===== config.mk =====
export PLATFORM = sky130hd
export DESIGN_NAME = jk_bank_arbiter
export DESIGN_NICKNAME = d
export VERILOG_FILES = /design/src/rtl/jk_bank_arbiter.sv
export SDC_FILE = /design/constraint.sdc
export NUM_CORES = 1
export LEC_CHECK = 0
export ABC_CLOCK_PERIOD_IN_PS = 1700
export CAP_MARGIN = 20
export CORE_MARGIN = 4
export CORE_UTILIZATION = 43
export CTS_BUF_LIST = sky130_fd_sc_hd__clkbuf_4 sky130_fd_sc_hd__clkbuf_8 sky130_fd_sc_hd__clkbuf_16
export CTS_CLUSTER_SIZE = 20
export DETAILED_ROUTE_END_ITERATION = 16
export MAX_ROUTING_LAYER = met4
export PLACE_DENSITY_LB_ADDON = 0.12
export REMOVE_ABC_BUFFERS = 1
export SLEW_MARGIN = 20
export SYNTH_ARGS = -nofsm -noshare
export SYNTH_HDL_FRONTEND = slang
export SYNTH_SLANG_ARGS = --single-unit

===== constraint.sdc =====
create_clock -name Clk_In -period 1.7 [get_ports Clk_In]
set_input_delay 0.17 -clock Clk_In [delete_from_list [all_inputs] [get_ports Clk_In]]
set_output_delay 0.17 -clock Clk_In [all_outputs]
set_load 0.03 [all_outputs]

===== src/rtl/jk_bank_arbiter.sv =====
// Round-robin arbiter that gives NUM_REQ requesters one-at-a-time write access
// to a shared bank of negative-edge JK flip-flops (hold/clear/set/toggle under a bit mask).
module jk_bank_arbiter #(
    parameter int WIDTH   = 8,
    parameter int NUM_REQ = 4
) (
    input  logic                     Clk_In,
    input  logic                     Reset_In,
    input  logic [NUM_REQ-1:0]       Req_In,
    input  logic [2*NUM_REQ-1:0]     Op_In,
    input  logic [WIDTH*NUM_REQ-1:0] Mask_In,
    output logic [NUM_REQ-1:0]       Grant_Out,
    output logic [NUM_REQ-1:0]       Done_Out,
    output logic                     Busy_Out,
    output logic [WIDTH-1:0]         Q_Out
);
    localparam int          PW   = $clog2(NUM_REQ);
    localparam logic [PW:0] NREQ = (PW+1)'(NUM_REQ);

    typedef enum logic [1:0] {IDLE, APPLY, COMMIT} state_t;

    state_t               r_state, w_stateNext;
    logic [PW-1:0]        r_ptr, w_ptrNext;
    logic [PW-1:0]        r_winner, w_winnerNext;
    logic [1:0]           r_op, w_opNext;
    logic [WIDTH-1:0]     r_mask, w_maskNext;
    logic [NUM_REQ-1:0]   r_grant, w_grantNext;
    logic [NUM_REQ-1:0]   r_done, w_doneNext;
    logic [WIDTH-1:0]     r_q;
    logic                 w_found;
    logic [PW-1:0]        w_win;
    logic [WIDTH-1:0]     w_j, w_k;

    function automatic logic [PW-1:0] wrapIdx(input logic [PW-1:0] base, input int offs);
        logic [PW:0] sum;
        sum = {1'b0, base} + (PW+1)'(offs);
        if (sum >= NREQ) sum = sum - NREQ;
        return sum[PW-1:0];
    endfunction

    // Scan downward so the requester closest to the pointer is the last to overwrite the winner
    always_comb begin
        w_found = 1'b0;
        w_win   = '0;
        for (int i = NUM_REQ - 1; i >= 0; i--) begin
            if (Req_In[wrapIdx(r_ptr, i)]) begin
                w_found = 1'b1;
                w_win   = wrapIdx(r_ptr, i);
            end
        end
    end

    always_comb begin
        w_stateNext  = r_state;
        w_ptrNext    = r_ptr;
        w_winnerNext = r_winner;
        w_opNext     = r_op;
        w_maskNext   = r_mask;
        w_grantNext  = r_grant;
        w_doneNext   = '0;
        case (r_state)
            IDLE: begin
                if (w_found) begin
                    w_stateNext  = APPLY;
                    w_winnerNext = w_win;
                    w_opNext     = Op_In[2*w_win +: 2];
                    w_maskNext   = Mask_In[WIDTH*w_win +: WIDTH];
                    w_grantNext  = {{(NUM_REQ-1){1'b0}}, 1'b1} << w_win;
                end
            end
            APPLY: begin
                w_stateNext = COMMIT;
                w_doneNext  = r_grant;
            end
            COMMIT: begin
                w_stateNext = IDLE;
                w_grantNext = '0;
                w_ptrNext   = wrapIdx(r_winner, 1);
            end
            default: begin
                w_stateNext = IDLE;
                w_grantNext = '0;
            end
        endcase
    end

    always_ff @(posedge Clk_In or posedge Reset_In) begin
        if (Reset_In) begin
            r_state  <= IDLE;
            r_ptr    <= '0;
            r_winner <= '0;
            r_op     <= '0;
            r_mask   <= '0;
            r_grant  <= '0;
            r_done   <= '0;
        end else begin
            r_state  <= w_stateNext;
            r_ptr    <= w_ptrNext;
            r_winner <= w_winnerNext;
            r_op     <= w_opNext;
            r_mask   <= w_maskNext;
            r_grant  <= w_grantNext;
            r_done   <= w_doneNext;
        end
    end

    // J/K come only from registers, so they are settled well before the capturing negedge
    assign w_j = (r_state == APPLY && r_op[1]) ? r_mask : '0;
    assign w_k = (r_state == APPLY && r_op[0]) ? r_mask : '0;

    always_ff @(negedge Clk_In or posedge Reset_In) begin
        if (Reset_In) begin
            r_q <= '0;
        end else begin
            r_q <= (r_q & ~(w_j | w_k)) | (w_j & ~w_k) | (w_j & w_k & ~r_q);
        end
    end

    assign Grant_Out = r_grant;
    assign Done_Out  = r_done;
    assign Busy_Out  = (r_state != IDLE);
    assign Q_Out     = r_q;

endmodule


# Yosys cells after proc, flatten, opt, wreduce, memory -nomap -nowiden

Index checks and enable logic that the tools add are counted.

Input bits: 46
Register bits after elaboration: 32
Logic and storage cells: 77
Output and inout port bits: 17

Bitwise logic cells: 11
Magnitude comparators: 9
Reduce and logical (&&, ||, !) cells: 6
Eq/ne operators: 3
Shift operators: 3
Multiplexer cells: 28
$add $sub $neg: 9

Operator list:

| kind                | count |
|---|---|
| $and 8x8->8         | 4 |
| $shiftx 32x6->8     | 1 |
| $not 8->8           | 3 |
| $or 8x8->8          | 3 |
| $mux 2              | 10 |
| $mux 8              | 2 |
| $ge 3x3->1 const B  | 4 |
| $lt 2x3->1 const B  | 4 |
| $sub 2x1->2 const B | 5 |
| $bmux 1 s2          | 4 |
| $mux 1              | 8 |
| $mux 4              | 2 |
| $pmux 4 s2          | 1 |
| $shiftx 8x4->2      | 1 |
| $add 2x1->3 const B | 2 |
| $add 2x2->3 const B | 2 |
| $pmux 2 s2          | 1 |
| $reduce_and 2->1    | 2 |
| $shl 1x2->4 const A | 1 |
| $ge 2x3->1 const B  | 1 |
| $eq 2x1->1 const B  | 1 |
| $eq 2x2->1 const B  | 1 |
| $logic_and 1x1->1   | 2 |
| $logic_not 2->1     | 1 |
| other kinds (3)     | 3 |

# Longest topological paths before layout

Gate-level depths: netlist (run 1).

Depth after elaboration: 12
Mapped depth: 7
Depth with buffers taken out: 5

==> impl_results.md, run 1 <==
* Worst-path cell chain: and2b_2, and2_4, a21oi_2, a31oi_1
* Row cnt at 21
* Most common library cells after synthesis: dfrtp_1, mux2i_1, nand2_1, o221ai_1, a21oi_1
* Fin. Hold Viols at 0
* Reg power frac at 32.3%
* WHS at 407 ps
* Crit path depth at 4
* Int Power at 0.00254 W
* P_leak at 1.15 nW
* Core area at 0.00342 sq mm
* First drt pass iteration count at 4
* Die Ht at 68.4 um
* Deepest clock path buffer count at 2
* Synth Instances at 136
* Clock power share at 10.6%
* WL final at 4180 um
* Synth Register Bits at 32
* Min-Delay Path Class: primary input to asynchronous set/reset pin
* RSZ-0062 raised after global routing: yes
* Distinct cells, synth at 34
* CTS tree: built
* Critical path data required time at 1010 ps
* DRC violations left at 0
* Hpwl dp at 3250 um
* Worst path top cell family by delay: simple AND/OR/NAND/NOR gates
* Status: complete, but fails checks
* Post-synth top area share at 38.3%
* Layout cells sized above 1 at 26.2%
* Root Buffer: clkbuf_4
* Final net count at 270
* Bufs and invs on worst path at 0
* Number of synthesized flops with an enable pin at 0
* TritonCTS Sinks at 32
* Seq/Total Area, Yosys at 51.1%
* Fill count at 265
* Clk_skew at 20.1 ps
* H-Tree Depth at 2
* Leading area contributor after synthesis: dfrtp_1
* Most frequent cell after synthesis: dfrtp_1
* Top FF cell, synth: dfrtp_1
* Crit. End Element: register
* Ys async rst share at 100%
* Clk Latency, worst-skew pair at 340 ps
* Initial core utilization at 45.9%
* Rel. slew slack at 73.4%
* Sw Ratio at 41.1%
* Slowest Stage Delay on Critical Path at 390 ps
* Crit Path Category: register to register
* Worst r2r path cells at 4
* Post-DR wirelength/cell at 15.4 um
* Post-Syn Area at 0.00157 sq mm
* Slowest-stage cell, CP: dfrtp_1
* GRT Total Usage at 20.5%
* Final Wtd Congestion at 0.804
* Via count at 1,428
* Syn_area_per_cell at 11.5 sq um
* Number of inserted diodes at 0
* Hold_buf cts at 0
* Final Power at 0.00432 W
* Psw at 0.00178 W
* First-pass GRT wire length at 6760 um
* CTS clk-pin slew, worst paths at 100 ps
* Worst setup SP type: register
* Power Density at 1720 mW/mm^2
* Number of antenna violations at the first check in global routing at 0
* GRT overflow at 0
* Comb power frac at 57.1%
* Die Wd at 68.4 um
* Largest net degree at the start of global routing at 18
* Synth-to-Final Area Change at 60.0%
* Worst-margin pin slew at 398 ps
* Vias in the first global route at 1,505
* Worst Setup Slack, final at -321 ps
* Slew Viols, Final at 0
* I/O pins at 63
* Starting DRC count in detailed routing at 50
* Port bufs at 62
* Failing checks: negative setup slack
* Via density per instance at 5.27
* Final count of negative-setup-slack endpoints at 16
* Max FO, Critical Path at 8
* Die area at 0.00467 sq mm
* Dominant cells by area after synthesis: dfrtp_1, dfrtn_1, mux2i_1, o221ai_1, nand2_1
* Inserted Clock Buffers at 5
* Detail Route Antenna Nets at 0
* CP arrival at 1330 ps
* Max rail drop VDD at 0.790 mV
* Max Cap Viol at 0
* Ys Warns at 0
[flip-flops by register name, summed over array words and instances (netlist names)]
register and flops:
r_state 2, Q_Out 8, r_winner 2, Grant_Out 4, Done_Out 4, r_mask 8, r_op 2, r_ptr 2
[through the flow]
step	setup TNS (ps)	instance area, sq um	std cells	worst slack, ps	utilization [%]
finish	-4180	2510	271	-321	73.4
global route	-4900	2510	271	-364	73.4
CTS	-4230	2470	269	-305	72.3
detailed placement	-6980	2330	255	-401	68.1
global placement	-5260	2330	255	-296	68.1
floorplan	-2390	1510	129	-299	-
[cell usage in the layout (no fill, tap or decap), types with 3 or more instances in the layout]
| master | n |
|---|---|
| clkdlybuf4s50_1 | 53 |
| dfrtp_1 | 24 |
| buf_4 | 24 |
| mux2i_1 | 20 |
| nand2_1 | 14 |
| o221ai_1 | 9 |
| dfrtn_1 | 8 |
| a31oi_1 | 8 |
| buf_6 | 8 |
| clkbuf_4 | 7 |
| a21oi_1 | 6 |
| and2_1 | 4 |
| a21oi_2 | 3 |
[worst paths after layout]
| check | start | endpoint | slack (ps) |
|---|---|---|---|
| worst min register to register | Q_Out[4] | Q_Out[4] | 470 |
| min in group Clk_In | Q_Out[4] | Q_Out[4] | 470 |
| worst max-delay path | r_state[0] | Q_Out[3] | -320 |
| max in group asynchronous | Reset_In | Q_Out[0] | 520 |
| worst min-delay path | Reset_In | r_mask[1] | 410 |
| worst max register to register | r_state[0] | Q_Out[3] | -320 |
[worst register-to-register path, delay by kind of cell, from the launching register on]
family | cells | cell delay (ps)
flops | 1 | 390
simple gates | 2 | 410
compound gates | 2 | 200
[power groups by stage]
stage / combinational (W) / clock (W) / sequential [W]
2_1_floorplan: 0.00100 / 0 / 0.00165
5_1_grt: 0.00267 / 0.000499 / 0.00143
3_3_place_gp: 0.00212 / 0 / 0.00140
4_1_cts: 0.00240 / 0.000463 / 0.00139
3_5_place_dp: 0.00220 / 0 / 0.00140
6_report: 0.00246 / 0.000459 / 0.00139
[metal layers]
metal | track usage, % | vias up | part of all wire (%)
met4 | 6.70 | 0 | 1.5
met1 | 22.1 | 695 | 38
met3 | 3.94 | 7 | 5.5
met5 | - | - | 0
met2 | 37.4 | 47 | 55
li1 | - | 679 | -
[cell type report]
cell class                      instances  area (sq um)  area share, %
Tap cell                               46          57.6           2.30
Sequential cell                        32           801           32.0
Clock inverter                          1          5.00          0.200
Inverter                                2          20.0          0.799
Multi-Input combinational cell         95           721           28.8
Timing Repair Buffer                   88           850           33.9
Clock buffer                            7          52.6           2.10
[timing repair]
| item | CTS | global route |
|---|---|---|
| buffers inserted | 6 | 2 |
| pin swaps | 2 | 2 |
| endpoints found under the setup margin | 17 | 26 |
| gates resized for setup | 15 | 5 |
| hold endpoints to repair | 0 | 0 |
[logic make-up (layout without fill, tap and decap cells)]
kind of cell              Yosys count  in the layout  synth area share, %
xor gates and xnor gates            1              1                0.559
muxes                              20             20                 12.8
and+or+nand+nor                    35             35                 12.1
DFF                                32             32                 51.1
buffers and inverters               9             98                 4.95
AOI/OAI and AO/OA                  39             39                 18.5
No activity file was read; power rests on OpenSTA's default activity.
==> inputs of run 2 (changes only) <==
--- a/config.mk
+++ b/config.mk
@@ -15,6 +15,7 @@
 export MAX_ROUTING_LAYER = met4
 export PLACE_DENSITY_LB_ADDON = 0.12
 export REMOVE_ABC_BUFFERS = 1
+export SKIP_LAST_GASP = 1
 export SLEW_MARGIN = 20
 export SYNTH_ARGS = -nofsm -noshare
 export SYNTH_HDL_FRONTEND = slang
==> impl_results.md, run 2 (synthesis gave the netlist of run 1 again) <==
* Final non-filler cell area at 0.00251 sq mm (unchanged)
* Final Wtd Congestion at 0.804 (unchanged)
* Slowest-stage cell, CP: dfrtp_1
* Fin util at 73.4% (unchanged)
* Clk_skew at 20.2 ps (+0.0324 ps)
* RSZ-0062 raised after global routing: yes
* WL final at 4180 um (about the same)
* Post-DR wirelength/cell at 15.4 um (about the same)
* Bufs and invs on worst path at 0 (unchanged)
* Max FO, Critical Path at 8 (unchanged)
* Die Ht at 68.4 um (unchanged)
* Max Cap Viol at 0 (unchanged)
* Sum Neg Setup Slack at -4210 ps (-25.2 ps)
* P_leak at 1.15 nW (about the same)
* DRC violations left at 0 (unchanged)
* Detail Route Antenna Nets at 0 (unchanged)
* Min-Delay Path Class: primary input to asynchronous set/reset pin
* Crit. End Element: register
* CTS tree: built
* H-Tree Depth at 2 (unchanged)
* CTS clk-pin slew, worst paths at 100 ps (about the same)
* Rel. slew slack at 73.3% (-0.11 points)
* Worst Setup Slack, final at -322 ps (-0.495 ps)
* Die area at 0.00467 sq mm (unchanged)
* Layout cells sized above 1 at 26.2% (unchanged)
* Psw at 0.00178 W (about the same)
* TritonCTS Sinks at 32 (unchanged)
* Die Wd at 68.4 um (unchanged)
* I/O pins at 63 (unchanged)
* Core area at 0.00342 sq mm (unchanged)
* Int Power at 0.00254 W (about the same)
* Max rail drop VDD at 0.790 mV (about the same)
* Number of antenna violations at the first check in global routing at 0 (unchanged)
* Worst reg2reg path endpoint: Q_Out[3]
* Final count of negative-setup-slack endpoints at 16 (unchanged)
* Clock power share at 10.6% (about the same)
* Worst r2r path cells at 4 (unchanged)
* Reg power frac at 32.3% (about the same)
* Comb power frac at 57.1% (about the same)
* Placed inst area at 0.00233 sq mm (unchanged)
* GRT Total Usage at 20.5% (unchanged)
* Critical path data required time at 1010 ps (about the same)
* Commonest non-fill, non-tap cell in the layout: clkdlybuf4s50_1
* Status: complete, but fails checks
* Final net count at 270 (unchanged)
* Deepest clock path buffer count at 2 (unchanged)
* Most frequent cells in the layout: clkdlybuf4s50_1, dfrtp_1, buf_4
* Fin. Hold Viols at 0 (unchanged)
* Slew Viols, Final at 0 (unchanged)
* Port bufs at 62 (unchanged)
* Hpwl dp at 3250 um (unchanged)
* Failing checks: negative setup slack
* Number of inserted diodes at 0 (unchanged)
* Vias in the first global route at 1,505 (unchanged)
* Via density per instance at 5.26 (-0.14%)
* Synth-to-Final Area Change at 60.0% (unchanged)
* Worst-margin pin slew at 400 ps (+1.71 ps)
* GRT overflow at 0 (unchanged)
* First drt pass iteration count at 4 (unchanged)
* CP arrival at 1330 ps (about the same)
* FF-to-FF Start: r_state[0]
* Power Density at 1720 mW/mm^2 (about the same)
* Crit Path Category: register to register
* Fill count at 265 (unchanged)
* Sw Ratio at 41.1% (about the same)
* First-pass GRT wire length at 6760 um (unchanged)
* Via count at 1,426 (-0.14%)
* Worst setup SP type: register
* Largest net degree at the start of global routing at 18 (unchanged)
* Clk Latency, worst-skew pair at 340 ps (about the same)
* Initial core utilization at 45.9% (unchanged)
* Slowest Stage Delay on Critical Path at 390 ps (about the same)
* Inserted Clock Buffers at 5 (unchanged)
* Worst path top cell family by delay: simple AND/OR/NAND/NOR gates
* Worst-path cell chain: and2b_2, and2_4, a21oi_2, a31oi_1
* Root Buffer: clkbuf_4
* Starting DRC count in detailed routing at 56 (+12%)
* R2R Setup Slk at -320 ps (about the same)
* Row cnt at 21 (unchanged)
## run 2: how the worst max path moves through the flow
stage                          start  slack (ps)        to  cells past startpoint
after floorplan           r_state[0]        -300  Q_Out[0]                      4
after global placement    r_state[0]        -300  Q_Out[3]                      4
after detailed placement  r_state[0]        -400  Q_Out[3]                      4
after CTS                 r_state[0]        -300  Q_Out[3]                      4
after global routing      r_state[0]        -360  Q_Out[6]                      4
final                     r_state[0]        -320  Q_Out[3]                      4
## run 2: power by group through the flow
| stage | clock [W] | sequential, W | combinational [W] |
|---|---|---|---|
| 3_5_place_dp | 0 | 0.00140 | 0.00220 |
| 3_3_place_gp | 0 | 0.00140 | 0.00212 |
| 4_1_cts | 0.000463 | 0.00139 | 0.00240 |
| 6_report | 0.000459 | 0.00139 | 0.00246 |
| 5_1_grt | 0.000499 | 0.00143 | 0.00267 |
| 2_1_floorplan | 0 | 0.00165 | 0.00100 |
## run 2: repair_timing
| action | in CTS | in global routing |
|---|---|---|
| endpoints found under the setup margin | 17 | 26 |
| setup buffers | 6 | 2 |
| endpoints found under the hold margin | 0 | 0 |
| hold buffers | 0 | 0 |
| gates resized for setup | 15 | 5 |
| pin swaps | 2 | 1 |
## run 2: worst reg2reg max path: cells and delay by family (launching register included)
kind | cells | cell delay (ps)
compound gates | 2 | 200
flops | 1 | 390
simple gates | 2 | 410
## run 2: layout make-up
cell class              count  area (sq um)  area share, %
clock buffers               7          52.6           2.10
clock inverters             1          5.00          0.200
inverters                   2          20.0          0.799
multi-input cells          95           721           28.8
flip-flops and latches     32           801           32.0
well taps                  46          57.6           2.30
repair buffers             88           850           33.9
## run 2: through the flow
stage	power, W	setup slack (ps)	instances	hold slack [ps]
3_5_place_dp	0.00360	-401	255	454
3_3_place_gp	0.00351	-296	255	442
6_report	0.00432	-322	271	409
2_1_floorplan	0.00266	-299	129	286
4_1_cts	0.00425	-305	269	428
5_1_grt	0.00460	-365	271	497
## run 2: per-layer routing
layer  share of wire, %  wire (um)  GRT usage, %
met5                  0          0             -
met4                1.5         63          6.70
met3                5.5        231          3.94
met2                 55       2300          37.4
met1                 38       1590          22.1
==> inputs of run 3 (changes only) <==
--- a/config.mk
+++ b/config.mk
@@ -5,9 +5,9 @@
 export SDC_FILE = /design/constraint.sdc
 export NUM_CORES = 1
 export LEC_CHECK = 0
-export ABC_CLOCK_PERIOD_IN_PS = 1700
+export ABC_CLOCK_PERIOD_IN_PS = 2200
 export CAP_MARGIN = 20
-export CORE_MARGIN = 4
+export CORE_MARGIN = 2
 export CORE_UTILIZATION = 43
 export CTS_BUF_LIST = sky130_fd_sc_hd__clkbuf_4 sky130_fd_sc_hd__clkbuf_8 sky130_fd_sc_hd__clkbuf_16
 export CTS_CLUSTER_SIZE = 20
==> constraint.sdc (replaced) <==
create_clock -name Clk_In -period 2.2 [get_ports Clk_In]
set_input_delay 0.22 -clock Clk_In [delete_from_list [all_inputs] [get_ports Clk_In]]
set_output_delay 0.22 -clock Clk_In [all_outputs]
set_load 0.03 [all_outputs]
==> impl_results.md, run 3 (synthesis gave the netlist of run 1 again) <==
* Post-DR wirelength/cell at 16.3 um (+6.0%)
* Crit. End Element: register
* Row cnt at 21 (unchanged)
* CP arrival at 1350 ps (+20 ps)
* WL final at 4330 um (+3.6%)
* Core area at 0.00342 sq mm (unchanged)
* Commonest non-fill, non-tap cell in the layout: clkdlybuf4s50_1
* Crit Path Category: register to register
* Rel. slew slack at 66.5% (-6.9 points)
* Clk_skew at 23.1 ps (+2.92 ps)
* Clk Latency, worst-skew pair at 350 ps (about the same)
* H-Tree Depth at 2 (unchanged)
* CTS tree: built
* Placed cells at 246 (-3.5%)
* Die area at 0.00414 sq mm (-11%)
* TritonCTS Sinks at 32 (unchanged)
* Hpwl dp at 3020 um (-6.9%)
* Worst setup SP type: register
* First-pass GRT wire length at 6960 um (+3.1%)
* P_leak at 1.12 nW (-2.8%)
* Worst-margin pin slew at 502 ps (+103 ps)
* CTS clk-pin slew, worst paths at 120 ps (+20 ps)
* Min-Delay Path Class: primary input to asynchronous set/reset pin
* Final net count at 264 (-2.2%)
* Vias in the first global route at 1,547 (+2.8%)
* Max rail drop VDD at 0.661 mV (-16%)
* Root Buffer: clkbuf_4
* Failing checks: negative setup slack
* Slew Viols, Final at 0 (unchanged)
* Critical path data required time at 1270 ps (+260 ps)
* RSZ-0062 raised after global routing: yes
* Placed inst area at 0.00225 sq mm (-3.4%)
* Final Power at 0.00344 W (-20%)
* Deepest clock path buffer count at 2 (unchanged)
* DRC violations left at 0 (unchanged)
* Initial core utilization at 45.9% (unchanged)
* Power Density at 1390 mW/mm^2 (-19%)
* Finished Layout Cells at 265 (-2.2%)
* Most frequent cells in the layout: clkdlybuf4s50_1, dfrtp_1, mux2i_1
* Largest net degree at the start of global routing at 24 (+6)
* Synth-to-Final Area Change at 57.5%
* Layout cells sized above 1 at 23.7% (-2.5 points)
* First drt pass iteration count at 4 (unchanged)
* Fin. Hold Viols at 0 (unchanged)
* I/O pins at 63 (unchanged)
* Final non-filler cell area at 0.00247 sq mm (-1.5%)
* Final count of negative-setup-slack endpoints at 16 (unchanged)
* Max FO, Critical Path at 8 (unchanged)
* Starting DRC count in detailed routing at 60 (+7.1%)
* Final Wtd Congestion at 0.772 (-4.0%)
* Die Wd at 64.4 um (-5.9%)
* Hold_buf cts at 0 (unchanged)
* GRT Total Usage at 23.0% (+2.5 points)
* Max Cap Viol at 0 (unchanged)
* Inserted Clock Buffers at 5 (unchanged)
* Number of antenna violations at the first check in global routing at 0 (unchanged)
* FF-to-FF Start: r_state[1]
* Die Ht at 64.4 um (-5.9%)
* Via density per instance at 5.48 (+4.1%)
* Port bufs at 62 (unchanged)
* Worst Setup Slack, final at -73.4 ps (+248 ps)
* R2R Setup Slk at -70 ps (+250 ps)
* Detail Route Antenna Nets at 0 (unchanged)
* Critical Path Source: r_state[1]
* GRT overflow at 0 (unchanged)
* Status: complete, but fails checks
* Number of inserted diodes at 0 (unchanged)
* Via count at 1,451 (+1.8%)
## run 3: metal layers
metal / wire [um] / up-vias / track usage, % / share of wire, %
li1: - / 672 / - / -
met1: 1650 / 721 / 23.3 / 38
met2: 2400 / 50 / 41.7 / 55
met3: 214 / 8 / 6.51 / 4.9
met4: 59 / 0 / 8.78 / 1.4
met5: 0 / - / - / 0
## run 3: final timing paths
| kind | cells after the start | endpoint |
|---|---|---|
| setup / recovery | 4 | Q_Out[6] |
| hold / removal | 2 | r_mask[3] |
| setup reg to reg | 4 | Q_Out[6] |
| hold reg to reg | 1 | r_ptr[0] |
| max in group asynchronous | 2 | Q_Out[0] |
| min in group Clk_In | 1 | r_ptr[0] |
## run 3: report_power, final
part	total, W	internal [W]	switching (W)
Combinational	0.00188	0.000916	0.000963
Sequential	0.00109	0.000865	0.000228
Clock	0.000466	0.000237	0.000229
## run 3: timing repair
| action | CTS | global route |
|---|---|---|
| setup endpoints to repair | 16 | 16 |
| resized for setup | 16 | 2 |
| cloned | 0 | 0 |
| setup buffers | 8 | 3 |
| pin swaps | 5 | 0 |
## run 3: worst max-delay path, cell delays in order, from the launching register on
cell and delay, ps:
dfrtp_1 380, and2b_1 210, and2_4 190, a21oi_1 160, a31oi_1 50
## run 3: layout make-up
class                   count  area, sq um
clock buffers               5         37.5
repair buffers             82          793
fillers                   248          948
well taps                  46         57.6
flip-flops and latches     32          801
multi-input cells          95          716
inverters                   2         20.0
clock inverters             3         42.5
## run 3: through the flow
step	utilization, %	setup TNS [ps]	hold slack (ps)	setup WS [ps]
detailed placement	65.8	-738	456	-122
floorplan	-	-388	336	-48.6
global placement	65.8	-226	443	-30.1
CTS	71.4	-688	196	-94.2
finish	72.2	-820	188	-73.4
global route	72.2	-1590	222	-137
